`config.mk`:
```
export PLATFORM = sky130hd
export DESIGN_NAME = coin_button_scheduler
export DESIGN_NICKNAME = d
export VERILOG_FILES = /design/src/rtl/vending_pkg.sv /design/src/rtl/btn_lockout_ctr.sv /design/src/rtl/coin_button_scheduler.sv
export SDC_FILE = /design/constraint.sdc
export NUM_CORES = 1
export LEC_CHECK = 0
export BUFFER_PORTS_ARGS = -buffer_cell sky130_fd_sc_hd__buf_2
export CAP_MARGIN = 5
export CORE_ASPECT_RATIO = 1.2
export CORE_MARGIN = 1
export CORE_UTILIZATION = 38
export CTS_CLUSTER_DIAMETER = 120
export DETAILED_ROUTE_END_ITERATION = 6
export PLACE_DENSITY = 0.62
export SETUP_SLACK_MARGIN = 0.4
export SLEW_MARGIN = 20
export SYNTH_ARGS = -nofsm -noshare
export SYNTH_HDL_FRONTEND = slang
export SYNTH_SLANG_ARGS = --single-unit
```
`constraint.sdc`:
```
create_clock -name Clk -period 2.1 [get_ports Clk]
set_input_delay 0.21 -clock Clk [delete_from_list [all_inputs] [get_ports Clk]]
set_output_delay 0.21 -clock Clk [all_outputs]
set_load 0.005 [all_outputs]
```
`src/rtl/vending_pkg.sv`:
```
// Shared constants for the vending machine front end.
//   - Button IDs as seen by the FSM on req_id.
//   - Default button count, lockout length and counter width.
//   - id_width(): width of a button ID for a given button count (min 1).
package vending_pkg;

  localparam int BTN_NICKEL  = 0;
  localparam int BTN_DIME    = 1;
  localparam int BTN_QUARTER = 2;
  localparam int BTN_RETURN  = 3;

  localparam int NUM_BTN_DEF     = 4;
  localparam int LOCKOUT_CYC_DEF = 8;
  localparam int CW_DEF          = 4;

  function automatic int id_width(input int n);
    return (n > 1) ? $clog2(n) : 1;
  endfunction

  localparam int IDW_DEF = id_width(NUM_BTN_DEF);

endpackage

```
`src/rtl/btn_lockout_ctr.sv`:
```
// Per-button retrigger lockout counter.
//   gclk, grst_n : clock, async active-low reset (counter clears to 0)
//   load         : accepted pulse this cycle, reload with LOAD_VAL
//   locked       : counter nonzero, further pulses must be ignored
// Counts down by one per cycle and parks at zero.
module btn_lockout_ctr #(
  parameter int CW       = 4,
  parameter int LOAD_VAL = 8
) (
  input  logic gclk,
  input  logic grst_n,
  input  logic load,
  output logic locked
);

  logic [CW-1:0] cnt;

  always_ff @(posedge gclk or negedge grst_n) begin
    if (!grst_n)          cnt <= '0;
    else if (load)        cnt <= CW'(LOAD_VAL);
    else if (cnt != '0)   cnt <= cnt - CW'(1);
  end

  assign locked = (cnt != '0);

endmodule

```
`src/rtl/coin_button_scheduler.sv`:
```
// Button event scheduler between the button synchronizers and the vending FSM.
//   Clk, Rst     : clock, async active-low reset
//   btn_pulse    : one-cycle synchronized pulses, one bit per button
//   req_valid/id : registered event presented to the FSM
//   req_ready    : FSM takes the presented event this cycle
//   pending      : buttons waiting to be served
//   ovr          : sticky, a pulse arrived while that button was still pending
//   ovr_clr      : clear all ovr bits (a same-cycle new overrun still sets)
// Pending buttons are served one at a time, round-robin from the button after
// the last one granted.
module coin_button_scheduler
  import vending_pkg::*;
#(
  parameter int NUM_BTN     = NUM_BTN_DEF,
  parameter int LOCKOUT_CYC = LOCKOUT_CYC_DEF,
  parameter int CW          = CW_DEF,
  parameter int IDW         = id_width(NUM_BTN)
) (
  input  logic               Clk,
  input  logic               Rst,
  input  logic [NUM_BTN-1:0] btn_pulse,
  output logic               req_valid,
  output logic [IDW-1:0]     req_id,
  input  logic               req_ready,
  output logic [NUM_BTN-1:0] pending,
  output logic [NUM_BTN-1:0] ovr,
  input  logic               ovr_clr
);

  typedef struct packed {
    logic           vld;
    logic [IDW-1:0] id;
  } req_t;

  req_t               req_q, req_n;
  logic [NUM_BTN-1:0] pend_q, pend_n;
  logic [NUM_BTN-1:0] ovr_q, ovr_n;
  logic [IDW-1:0]     ptr_q, ptr_n;

  logic [NUM_BTN-1:0] locked, accept, clr, ovr_set;
  logic               xfer;
  logic [IDW-1:0]     nxt_id, start;
  logic               found;
  logic [IDW-1:0]     pick_id;

  // Explicit wrap so a non-power-of-2 button count never yields an
  // out-of-range ID.
  function automatic logic [IDW-1:0] inc_wrap(input logic [IDW-1:0] v);
    return (v == IDW'(NUM_BTN-1)) ? '0 : v + IDW'(1);
  endfunction

  // Circular search of cand starting at start; returns {found, id}.
  function automatic logic [IDW:0] rr_pick(input logic [NUM_BTN-1:0] cand,
                                           input logic [IDW-1:0]     start_id);
    logic [IDW-1:0] idx;
    logic           f;
    logic [IDW-1:0] id;
    idx = start_id;
    f   = 1'b0;
    id  = '0;
    for (int k = 0; k < NUM_BTN; k++) begin
      if (!f && cand[idx]) begin
        f  = 1'b1;
        id = idx;
      end
      idx = inc_wrap(idx);
    end
    return {f, id};
  endfunction

  for (genvar i = 0; i < NUM_BTN; i++) begin : g_lock
    btn_lockout_ctr #(.CW(CW), .LOAD_VAL(LOCKOUT_CYC)) u_lock (
      .gclk   (Clk),
      .grst_n (Rst),
      .load   (accept[i]),
      .locked (locked[i])
    );
  end

  assign accept = btn_pulse & ~locked;
  assign xfer   = req_q.vld & req_ready;
  assign nxt_id = inc_wrap(req_q.id);
  // After a grant the next search starts just past the granted button.
  assign start  = xfer ? nxt_id : ptr_q;

  always_comb begin
    clr = '0;
    for (int i = 0; i < NUM_BTN; i++)
      clr[i] = xfer && (req_q.id == IDW'(i));
  end

  always_comb begin
    req_n = req_q;
    ptr_n = ptr_q;
    {found, pick_id} = rr_pick(pend_q & ~clr, start);
    // Handshake clear happens before the set, so a pulse landing on the
    // cycle its own event is taken re-arms pending without an overrun.
    ovr_set = accept & pend_q & ~clr;
    pend_n  = (pend_q & ~clr) | accept;
    ovr_n   = (ovr_clr ? '0 : ovr_q) | ovr_set;
    if (xfer) ptr_n = nxt_id;
    if (!req_q.vld || xfer) begin
      req_n.vld = found;
      if (found) req_n.id = pick_id;
    end
  end

  always_ff @(posedge Clk or negedge Rst) begin
    if (!Rst) begin
      req_q  <= '0;
      pend_q <= '0;
      ovr_q  <= '0;
      ptr_q  <= '0;
    end else begin
      req_q  <= req_n;
      pend_q <= pend_n;
      ovr_q  <= ovr_n;
      ptr_q  <= ptr_n;
    end
  end

  assign req_valid = req_q.vld;
  assign req_id    = req_q.id;
  assign pending   = pend_q;
  assign ovr       = ovr_q;

endmodule

```
==> results of run 1 <==
==> metrics by stage <==
stage / power [mW] / cells
3_3_place_gp: 2.17 / 228
3_5_place_dp: 2.27 / 228
2_1_floorplan: 1.94 / 160
4_1_cts: 2.95 / 240
6_report: 3.05 / 242
5_1_grt: 3.31 / 242
==> area by class of cell <==
cell class,count,area (sq um)
clock inverters,1,30.0
well taps,52,65.1
repair buffers,24,138
fillers,376,1860
clock buffers,7,86.3
flip-flops and latches,29,727
multi-input cells,108,743
inverters,21,78.8
==> per-layer routing <==
metal | part of all wire (%) | up-vias | routed length (um)
met5 | 0 | - | 0
met4 | 1.9 | 0 | 61
met3 | 4.3 | 5 | 137
met2 | 51 | 29 | 1660
met1 | 42 | 599 | 1370
li1 | - | 611 | -
==> power by group through the flow <==
stage	Sequential [mW]	Clock, mW	Combinational [mW]
2_1_floorplan	1.03	0	0.910
3_3_place_gp	1.08	0	1.09
3_5_place_dp	1.09	0	1.17
4_1_cts	1.08	0.612	1.25
5_1_grt	1.16	0.637	1.51
6_report	1.11	0.593	1.35
==> registers in the layout (all words and copies together), names as in the netlist <==
signal and count:
g_lock.u_lock.cnt 16, ovr 4, pending 4, ptr_q 2, req_id 2, req_valid 1
==> cell usage in the layout (no fill, tap or decap), types with 8 or more instances in the layout <==
cell	netlist	layout
nor2_1	13	12
a21oi_1	10	10
buf_2	0	18
nand2_1	14	14
nand3_1	8	8
dfrtp_1	29	28
ha_1	11	9
inv_1	21	19
o21ai_0	10	9
==> what timing repair did <==
item / CTS / global route
hold buffers: 1 / 0
setup buffers: 3 / 2
endpoints found under the hold margin: 29 / 0
setup endpoints to repair: 1 / 10
gates resized for setup: 2 / 11
pin swaps: 0 / 1
==> final timing paths <==
kind / slack [ns] / cells past startpoint / from / to
worst max-delay path: 0.44 / 5 / pending[0]$_DFF_PN0_ / req_id[0]$_DFFE_PN0P_
worst min-delay path: 0.18 / 3 / btn_pulse[2] / pending[2]$_DFF_PN0_
worst max register to register: 0.44 / 5 / pending[0]$_DFF_PN0_ / req_id[0]$_DFFE_PN0P_
worst min register to register: 0.52 / 1 / g_lock[3].u_lock.cnt[0]$_DFFE_PN0P_ / g_lock[3].u_lock.cnt[0]$_DFFE_PN0P_
max in group asynchronous: 1.14 / 2 / Rst / pending[0]$_DFF_PN0_
min in group asynchronous: 0.50 / 2 / Rst / g_lock[2].u_lock.cnt[2]$_DFFE_PN0P_
==> worst min-delay path: stages <==
cell and delay, ns:
buf_2 0.10, nand2_1 0.07, nand2_1 0.05
==> cell families after synthesis <==
group                    Yosys count  synth area share (%)
AO/OA/AOI/OAI                     36                  14.1
XOR/XNOR                           3                  1.73
adder cells (fa/ha/maj)           11                  9.04
buffers and inverters             23                  6.66
flip-flops                        29                  47.7
multiplexers                       4                  3.04
AND/OR/NAND/NOR                   54                  17.8
==> metrics.md, run 1 <==
| Metric | Value |
|---|---|
| Initial antenna violation count | 0 |
| Post-placement worst setup slack | 0.310 ns |
| Top-count cell post-synth | dfrtp_1 |
| HPWL after DPL | 2230 um |
| Vias in the first global route | 1,203 |
| GRT Util Overall | 16.7% |
| Syn. warnings | 0 |
| Post-synth EDFFs | 0 |
| Vias/cell | 5.14 |
| Routed Antenna Nets | 0 |
| Register area share after synthesis | 47.7% |
| TritonRoute pass-1 iters | 4 |
| Initial drt markers | 46 |
| Max-cap violations | 0 |
| Avg Cell Area, Syn | 9.52 sq um |
| Worst VDD drop | 0.608 mV |
| Final TNS setup | 0 ns |
| Clk network pwr share | 19.4% |
| CP max FO | 5 |
| Max H-tree Level | 2 |
| Clock Skew | 0.00320 ns |
| DRC Markers | 0 |
| Global-route wire length before repair | 5210 um |
| Ys flop type | dfrtp_1 |
| Worst path max stage delay | 0.44 ns |
| P&R area growth vs syn | 22.7% |
| Initial core utilization | 40.9% |
| I/O Buffers | 18 |
| Clock insertion delay at the later pin of the skew report | 0.28 ns |
| Worst rel slew slack | 56.4% |
| M3 GR Usage | 5.42% |
| Netlist cell types | 28 |
| GRT busiest layer | met2 |
| Syn nets | 179 |
| Pint | 1.86 mW |
| Rows | 24 |
| FFs w/ async S/R, synth | 100% |
| Final Critical Period | 1.66 ns |
| Gate power share | 44.3% |
| Worst path arrival time | 1.83 ns |
| CP Buf/Inv Count | 0 |
| Sequential power share | 36.3% |
| Die span in x | 59.8 um |
| DR vias | 1,244 |
| Cells along the critical path | nor4_2 > a21oi_1 > o31ai_2 > a21oi_1 > a32o_1 |
| Worst Hold Class | input port to register |
| Setup slack after layout | 0.443 ns |
| Kind of critical path | register to register |
| Nets | 208 |
| Most common library cells after synthesis | dfrtp_1, inv_1, nand2_1 |
| Met2 Resource Use GR | 26.8% |
| Core ar. | 0.00372 sq mm |
| CTS clock-pin slew for the worst setup and hold paths | 0.06 ns |
| DR WL/cell | 13.3 um |
| Pin count of the biggest net entering global routing | 30 |
| Worst slew pin tran | 0.655 ns |
| Final hold slack | 0.183 ns |
| Pins over their slew limit | 0 |
| Total grt overflow | 0 |
| CP Capture Type | register |
| Yosys top cell area share | 47.7% |
| PwrDens | 1640 mW/mm^2 |
| Finished Cell Area | 0.00187 sq mm |
| Lkg Pwr | 0.869 nW |
| Slowest cell on the critical path | dfrtp_2 |
| Post-Place Cell Area | 0.00166 sq mm |
| I/O pins | 19 |
| Cell taking the most area after synthesis | dfrtp_1 |
| CTS tree | built |
| Met1 Resource Use GR | 20.0% |
| Top cells by area, synth | dfrtp_1, ha_1, inv_1 |
| RSZ-0062 raised after global routing | false |
| Outcome | finished clean |
| Mapped Cells | 160 |
| CTS Root Cell | clkbuf_8 |
| Psw | 1.20 mW |
| Crit-path leading delay family | compound AO/OA/AOI/OAI gates |
| Share of cells above drive strength 1 | 23.7% |
| Routed WL | 3220 um |
| Flop and latch count out of synthesis | 29 |
| Net Sw Frac | 39.1% |
| Core Util, Final | 50.2% |
| Top cell by count, worst path | a21oi_1 |
| Synthesized area | 0.00152 sq mm |
| TritonCTS buffer count | 5 |
| Die height | 71.3 um |
| Clock Path Buffers | 2 |
| GPL Wtd Cong | 0.899 |
| Die ar. | 0.00427 sq mm |
| Kind of start point of the critical path | register |
| Max Clock Freq | 603 MHz |
| Period utilization | 78.9% |
| # diodes | 0 |
| Hold Vio Cnt, Final | 0 |
| Crit path required time | 2.27 ns |
| Final setup fails | 0 |
| CTS sink count | 29 |
Power figures use the tool's default switching activity.
==> run 2: changes to the inputs <==
Settings changed: ABC_AREA set to 1, PLACE_DENSITY 0.62 to 0.64.
Clock period 2.1 ns to 1.5 ns, I/O delays scaled along.
==> metrics.md, run 2 <==
| Metric | Value |
|---|---|
| CTS sink count | 29 |
| PwrDens | 2550 mW/mm^2 |
| Mapped Cells | 207 |
| Period utilization | 119% |
| Die ar. | 0.00481 sq mm |
| Synth Area in Compound Gates | 8.78% |
| Core ar. | 0.00429 sq mm |
| GPL Wtd Cong | 0.858 |
| Initial antenna violation count | 0 |
| Cells along the critical path | inv_2 > ha_1 > nand3_2 > nand2_2 > inv_1 > nand2_1 > nand3_1 > nand2_2 > nand3_4 > nor2_4 > nor2_2 > nand3_1 > nand2_1 |
| Global-route wire length before repair | 6580 um |
| Max H-tree Level | 2 |
| Synth Area in Adders | 7.98% |
| Gate power share | 69.6% |
| Worst slew pin tran | 0.393 ns |
| Register area share after synthesis | 42.1% |
| TritonRoute pass-1 iters | 4 |
| Post-synth EDFFs | 0 |
| Psw | 3.16 mW |
| Max reg flops | 16 |
| Clk network pwr share | 8.5% |
| Top-count cell post-synth | nand2_1 |
| Lkg Pwr | 1.33 nW |
| Synthesized area | 0.00172 sq mm |
| Worst rel slew slack | 73.8% |
| Commonest non-fill, non-tap cells in the layout | buf_4, dfrtp_1, inv_1, nand2_1, nand2_2 |
| Synth Area in XOR/XNOR | 2.54% |
| Core Util, Final | 63.4% |
| GRT busiest layer | met2 |
| M3 GR Usage | 4.49% |
| Max-cap violations | 0 |
| Vias in the first global route | 1,519 |
| DRC Markers | 0 |
| Die span in x | 63.5 um |
| Worst Hold Class | input port to register |
| CP Buf/Inv Count | 2 |
| Final setup fails | 3 |
| CP Capture Type | register |
| Worst path arrival time | 1.95 ns |
| FFs w/ async S/R, synth | 100% |
| Net Sw Frac | 45.6% |
| GRT Util Overall | 18.1% |
| Setup slack after layout | -0.285 ns |
| Worst path max stage delay | 0.45 ns |
| # diodes | 0 |
| RSZ-0062 raised after global routing | true |
| R2R depth | 13 |
| Dpl cells | 292 |
| Routed Antenna Nets | 0 |
| HPWL after DPL | 2520 um |
| Worst r2r src | req_id[0]$_DFFE_PN0P_ |
| DR WL/cell | 13.0 um |
| Biggest register | g_lock.u_lock.cnt |
| P&R area growth vs syn | 58.0% |
| Finished Layout Cells | 330 |
| Clock Path Buffers | 2 |
| Fillers | 365 |
| Kind of critical path | register to register |
| Most common cell after layout, fill and taps aside | buf_4 |
| Die height | 75.8 um |
| I/O Buffers | 18 |
| Pins over their slew limit | 0 |
| Rows | 26 |
| Initial core utilization | 40.2% |
| Routed WL | 4300 um |
| Share of cells above drive strength 1 | 58.4% |
| Syn nets | 226 |
| CTS Root Cell | clkbuf_8 |
| Fraction of the mapped netlist area in simple logic gates | 29.8% |
| Yosys top cell area share | 42.1% |
| Top cells by area, synth | dfrtp_1, nand2_1, ha_1 |
| Crit path required time | 1.67 ns |
| Worst VDD drop | 1.22 mV |
| Outcome | finished, violations left |
| R2R setup slack | -0.28 ns |
| Most common library cells after synthesis | nand2_1, inv_1, dfrtp_1 |
| Initial drt markers | 38 |
| I/O pins | 19 |
| Multiplexer share of the synthesized area | 0% |
| Final Critical Period | 1.78 ns |
| CTS tree | built |
| DR vias | 1,593 |
| Total grt overflow | 0 |
| Pint | 3.77 mW |
| Cell taking the most area after synthesis | dfrtp_1 |
| CTS clock-pin slew for the worst setup and hold paths | 0.06 ns |
| Avg Cell Area, Syn | 8.33 sq um |
| Ys flop type | dfrtp_1 |
| Nets | 294 |
| R2r endpoint | req_id[0]$_DFFE_PN0P_ |
| Clock insertion delay at the later pin of the skew report | 0.28 ns |
| Multi-input logic area | 0.00124 sq mm |
| Met2 Resource Use GR | 33.7% |
| Pin count of the biggest net entering global routing | 30 |
| Register area | 729 sq um |
| Min-Delay Endpoint | pending[0]$_DFF_PN0_ |
| Final hold slack | 0.157 ns |
| CP max FO | 5 |
| Sequential power share | 21.8% |
| Syn. warnings | 0 |
| Hold Vio Cnt, Final | 0 |
| Hold Path Stages | 3 |
| Max Clock Freq | 560 MHz |
| Slowest cell on the critical path | dfrtp_2 |
| Met1 Resource Use GR | 19.9% |
| Largest family of logic cells by synthesized area | simple AND/OR/NAND/NOR gates |
| TritonCTS buffer count | 5 |
| Kind of start point of the critical path | register |
| Flop and latch count out of synthesis | 29 |
| Clock Skew | 0.00197 ns |
| Crit-path leading delay family | simple AND/OR/NAND/NOR gates |
| Failing checks | setup timing |
| Netlist cell types | 28 |
| Vias/cell | 4.83 |
| Hold_sp | btn_pulse[0] |
==> run 2: what timing repair did <==
action | in CTS | in global routing
gates resized for setup | 44 | 48
buffers inserted | 17 | 14
hold buffers | 1 | 0
setup endpoints to repair | 26 | 28
hold endpoints to repair | 29 | 0
pin swaps | 27 | 19
gates cloned | 0 | 0
==> run 2: metal layers <==
metal	share of wire, %	routed length, um
met1	43	1860
met2	52	2250
met3	3.3	141
met4	1.2	50
met5	0	0
==> run 2: cell type report <==
cell class / instances / area share (%)
Inverter: 38 / 5.74
Multi-Input combinational cell: 139 / 45.4
Clock inverter: 1 / 0.184
Sequential cell: 29 / 26.8
Clock buffer: 5 / 2.53
Timing Repair Buffer: 62 / 16.8
Tap cell: 56 / 2.57
==> run 2: cell families (layout without fill, tap and decap cells) <==
kind of cell,after synthesis,after routing
and+or+nand+nor,100,100
buffers and inverters,39,106
DFF,29,29
AOI/OAI and AO/OA,23,23
adders and majority gates,11,11
xor gates and xnor gates,5,5
==> run 2: tightest hold or removal path, cell delays in order <==
cell	delay (ns)
buf_2	0.13
nand2_4	0.07
nand2_2	0.05
==> run 2: power groups by stage <==
| stage | Combinational, mW | Clock (mW) | Sequential, mW |
|---|---|---|---|
| final | 4.83 | 0.593 | 1.52 |
| after global routing | 5.28 | 0.641 | 1.56 |
| after CTS | 3.89 | 0.602 | 1.48 |
| after detailed placement | 3.18 | 0 | 1.49 |
| after global placement | 3.14 | 0 | 1.48 |
| after floorplan | 2.41 | 0 | 1.44 |
==> run 2: worst max-delay path by stage <==
stage | from | endpoint | slack (ns) | cells after the start
3_5_place_dp | req_id[0]$_DFFE_PN0P_ | req_id[0]$_DFFE_PN0P_ | -0.33 | 13
4_1_cts | req_id[1]$_DFFE_PN0P_ | req_id[0]$_DFFE_PN0P_ | -0.27 | 14
6_report | req_id[0]$_DFFE_PN0P_ | req_id[0]$_DFFE_PN0P_ | -0.28 | 13
5_1_grt | req_id[0]$_DFFE_PN0P_ | req_id[0]$_DFFE_PN0P_ | -0.39 | 13
3_3_place_gp | req_id[0]$_DFFE_PN0P_ | req_id[0]$_DFFE_PN0P_ | -0.30 | 13
2_1_floorplan | req_id[0]$_DFFE_PN0P_ | req_id[0]$_DFFE_PN0P_ | -0.21 | 13
==> run 2: metrics by stage <==
stage	instance area [sq um]	TNS [ns]	power [mW]	worst slack (ns)
2_1_floorplan	1800	-0.587	3.85	-0.214
3_3_place_gp	2050	-0.843	4.62	-0.300
3_5_place_dp	2050	-0.916	4.68	-0.334
4_1_cts	2400	-0.705	5.97	-0.267
5_1_grt	2720	-1.10	7.48	-0.392
6_report	2720	-0.771	6.94	-0.285
==> run 3: changes to the inputs <==
Settings changed: ABC_AREA 1 to unset.
==> metrics.md, run 3 (same netlist as run 1, synthesis figures left out) <==
| Metric | Value |
|---|---|
| Outcome | finished, violations left |
| Failing checks | setup timing |
| TritonCTS buffer count | 5 |
| Max reg flops | 16 |
| Die height | 71.3 um |
| Final setup fails | 2 |
| Cells along the critical path | inv_4 > ha_4 > mux2_4 > mux2i_2 > a21oi_1 > a32o_1 |
| Crit path required time | 1.67 ns |
| Hold_sp | ovr_clr |
| Dpl cells | 242 |
| Biggest register | g_lock.u_lock.cnt |
| Global-route wire length before repair | 6640 um |
| Hold Path Stages | 2 |
| DRC Markers | 0 |
| Worst path max stage delay | 0.44 ns |
| Commonest non-fill, non-tap cells in the layout | buf_4, dfrtp_1, buf_2, buf_6 |
| Max H-tree Level | 2 |
| CP max FO | 3 |
| Post-placement worst setup slack | -0.151 ns |
| GRT Util Overall | 21.5% |
| Worst VDD drop | 1.15 mV |
| Total grt overflow | 0 |
| Worst slew pin tran | 0.633 ns |
| CTS Root Cell | clkbuf_8 |
| PwrDens | 2480 mW/mm^2 |
| Kind of critical path | register to register |
| GPL Wtd Cong | 0.911 |
| Share of cells above drive strength 1 | 55.1% |
| Die span in x | 59.8 um |
| Kind of start point of the critical path | register |
| Setup slack after layout | -0.139 ns |
| # diodes | 0 |
| Finished Layout Cells | 286 |
| Final hold slack | 0.139 ns |
| Die ar. | 0.00427 sq mm |
| Initial core utilization | 40.9% |
| Lkg Pwr | 1.13 nW |
| CTS tree | built |
| Final TNS setup | -0.188 ns |
| Most common cell after layout, fill and taps aside | buf_4 |
| Routed WL | 4330 um |
| I/O Buffers | 18 |
| DR vias | 1,478 |
| TritonRoute pass-1 iters | 4 |
| R2R setup slack | -0.14 ns |
| R2r endpoint | req_id[0]$_DFFE_PN0P_ |
| Min-Delay Endpoint | ovr[2]$_DFF_PN0_ |
| CTS sink count | 29 |
| CTS clock-pin slew for the worst setup and hold paths | 0.06 ns |
| RSZ-0062 raised after global routing | true |
| Clock Skew | 0.00431 ns |
| Slowest cell on the critical path | dfrtp_2 |
| Worst rel slew slack | 57.8% |
| DR WL/cell | 15.1 um |
| Vias/cell | 5.17 |
| CP Capture Type | register |
| Worst path arrival time | 1.80 ns |
| Initial drt markers | 74 |
| Nets | 252 |
| Initial antenna violation count | 0 |
| Core Util, Final | 67.1% |
| Rows | 24 |
| P&R area growth vs syn | 64.1% |
| Clock Path Buffers | 2 |
| Pins over their slew limit | 0 |
| Max-cap violations | 0 |
| Routed Antenna Nets | 0 |
| Pin count of the biggest net entering global routing | 30 |
| I/O pins | 19 |
| Max Clock Freq | 610 MHz |
| Worst r2r src | req_id[0]$_DFFE_PN0P_ |
| Worst Hold Class | input port to register |
| Period utilization | 109% |
| Core ar. | 0.00372 sq mm |
| R2R depth | 6 |
| Final Critical Period | 1.64 ns |
| Vias in the first global route | 1,479 |
| HPWL after DPL | 2440 um |
| Clock insertion delay at the later pin of the skew report | 0.28 ns |
| Hold Vio Cnt, Final | 0 |
==> run 3: worst max path at each step <==
stage               cells after the start                    end                   from  slack (ns)
floorplan                               6  req_id[0]$_DFFE_PN0P_  req_id[0]$_DFFE_PN0P_       -0.10
global placement                        6  req_id[0]$_DFFE_PN0P_  req_id[1]$_DFFE_PN0P_       -0.09
detailed placement                      6  req_id[0]$_DFFE_PN0P_  req_id[1]$_DFFE_PN0P_       -0.15
CTS                                     6  req_id[0]$_DFFE_PN0P_  req_id[0]$_DFFE_PN0P_       -0.05
global route                            6  req_id[0]$_DFFE_PN0P_  req_id[1]$_DFFE_PN0P_       -0.18
finish                                  6  req_id[0]$_DFFE_PN0P_  req_id[0]$_DFFE_PN0P_       -0.14
==> run 3: per-stage QoR <==
stage	area (sq um)	power (mW)
2_1_floorplan	1610	2.94
3_3_place_gp	1850	3.59
3_5_place_dp	1850	3.74
4_1_cts	2320	5.54
5_1_grt	2500	6.61
6_report	2500	6.20
==> run 3: where the power goes <==
group	total (mW)	switching [mW]	internal, mW
sequential	1.55	0.384	1.16
clock	0.713	0.299	0.414
combinational	3.94	1.75	2.19
total	6.20	2.43	3.77
==> run 3: per-layer routing <==
metal	wire, um	track usage, %	vias to the layer above
li1	-	-	702
met1	1700	23.6	727
met2	2390	37.4	43
met3	179	6.68	6
met4	63	9.04	0
met5	0	0	-
==> run 3: cell type report <==
type | instances | area [sq um]
Clock buffer | 7 | 96.3
Clock inverter | 1 | 5.00
Fill cell | 286 | 1220
Inverter | 21 | 81.3
Multi-Input combinational cell | 108 | 998
Sequential cell | 29 | 729
Tap cell | 52 | 65.1
Timing Repair Buffer | 68 | 523
==> run 3: timing repair <==
item / 4_1_cts / 5_1_grt
endpoints found under the hold margin: 29 / 0
setup buffers: 24 / 11
pin swaps: 26 / 15
gates resized for setup: 50 / 20
endpoints found under the setup margin: 31 / 33
hold buffers: 1 / 0
==> run 3: critical path, delay by kind of cell, from the launching register on <==
family / cells / cell delay (ns)
multiplexers: 2 / 0.48
flip-flops: 1 / 0.44
AO/OA/AOI/OAI: 2 / 0.32
adder cells (fa/ha/maj): 1 / 0.20
buffers and inverters: 1 / 0.07
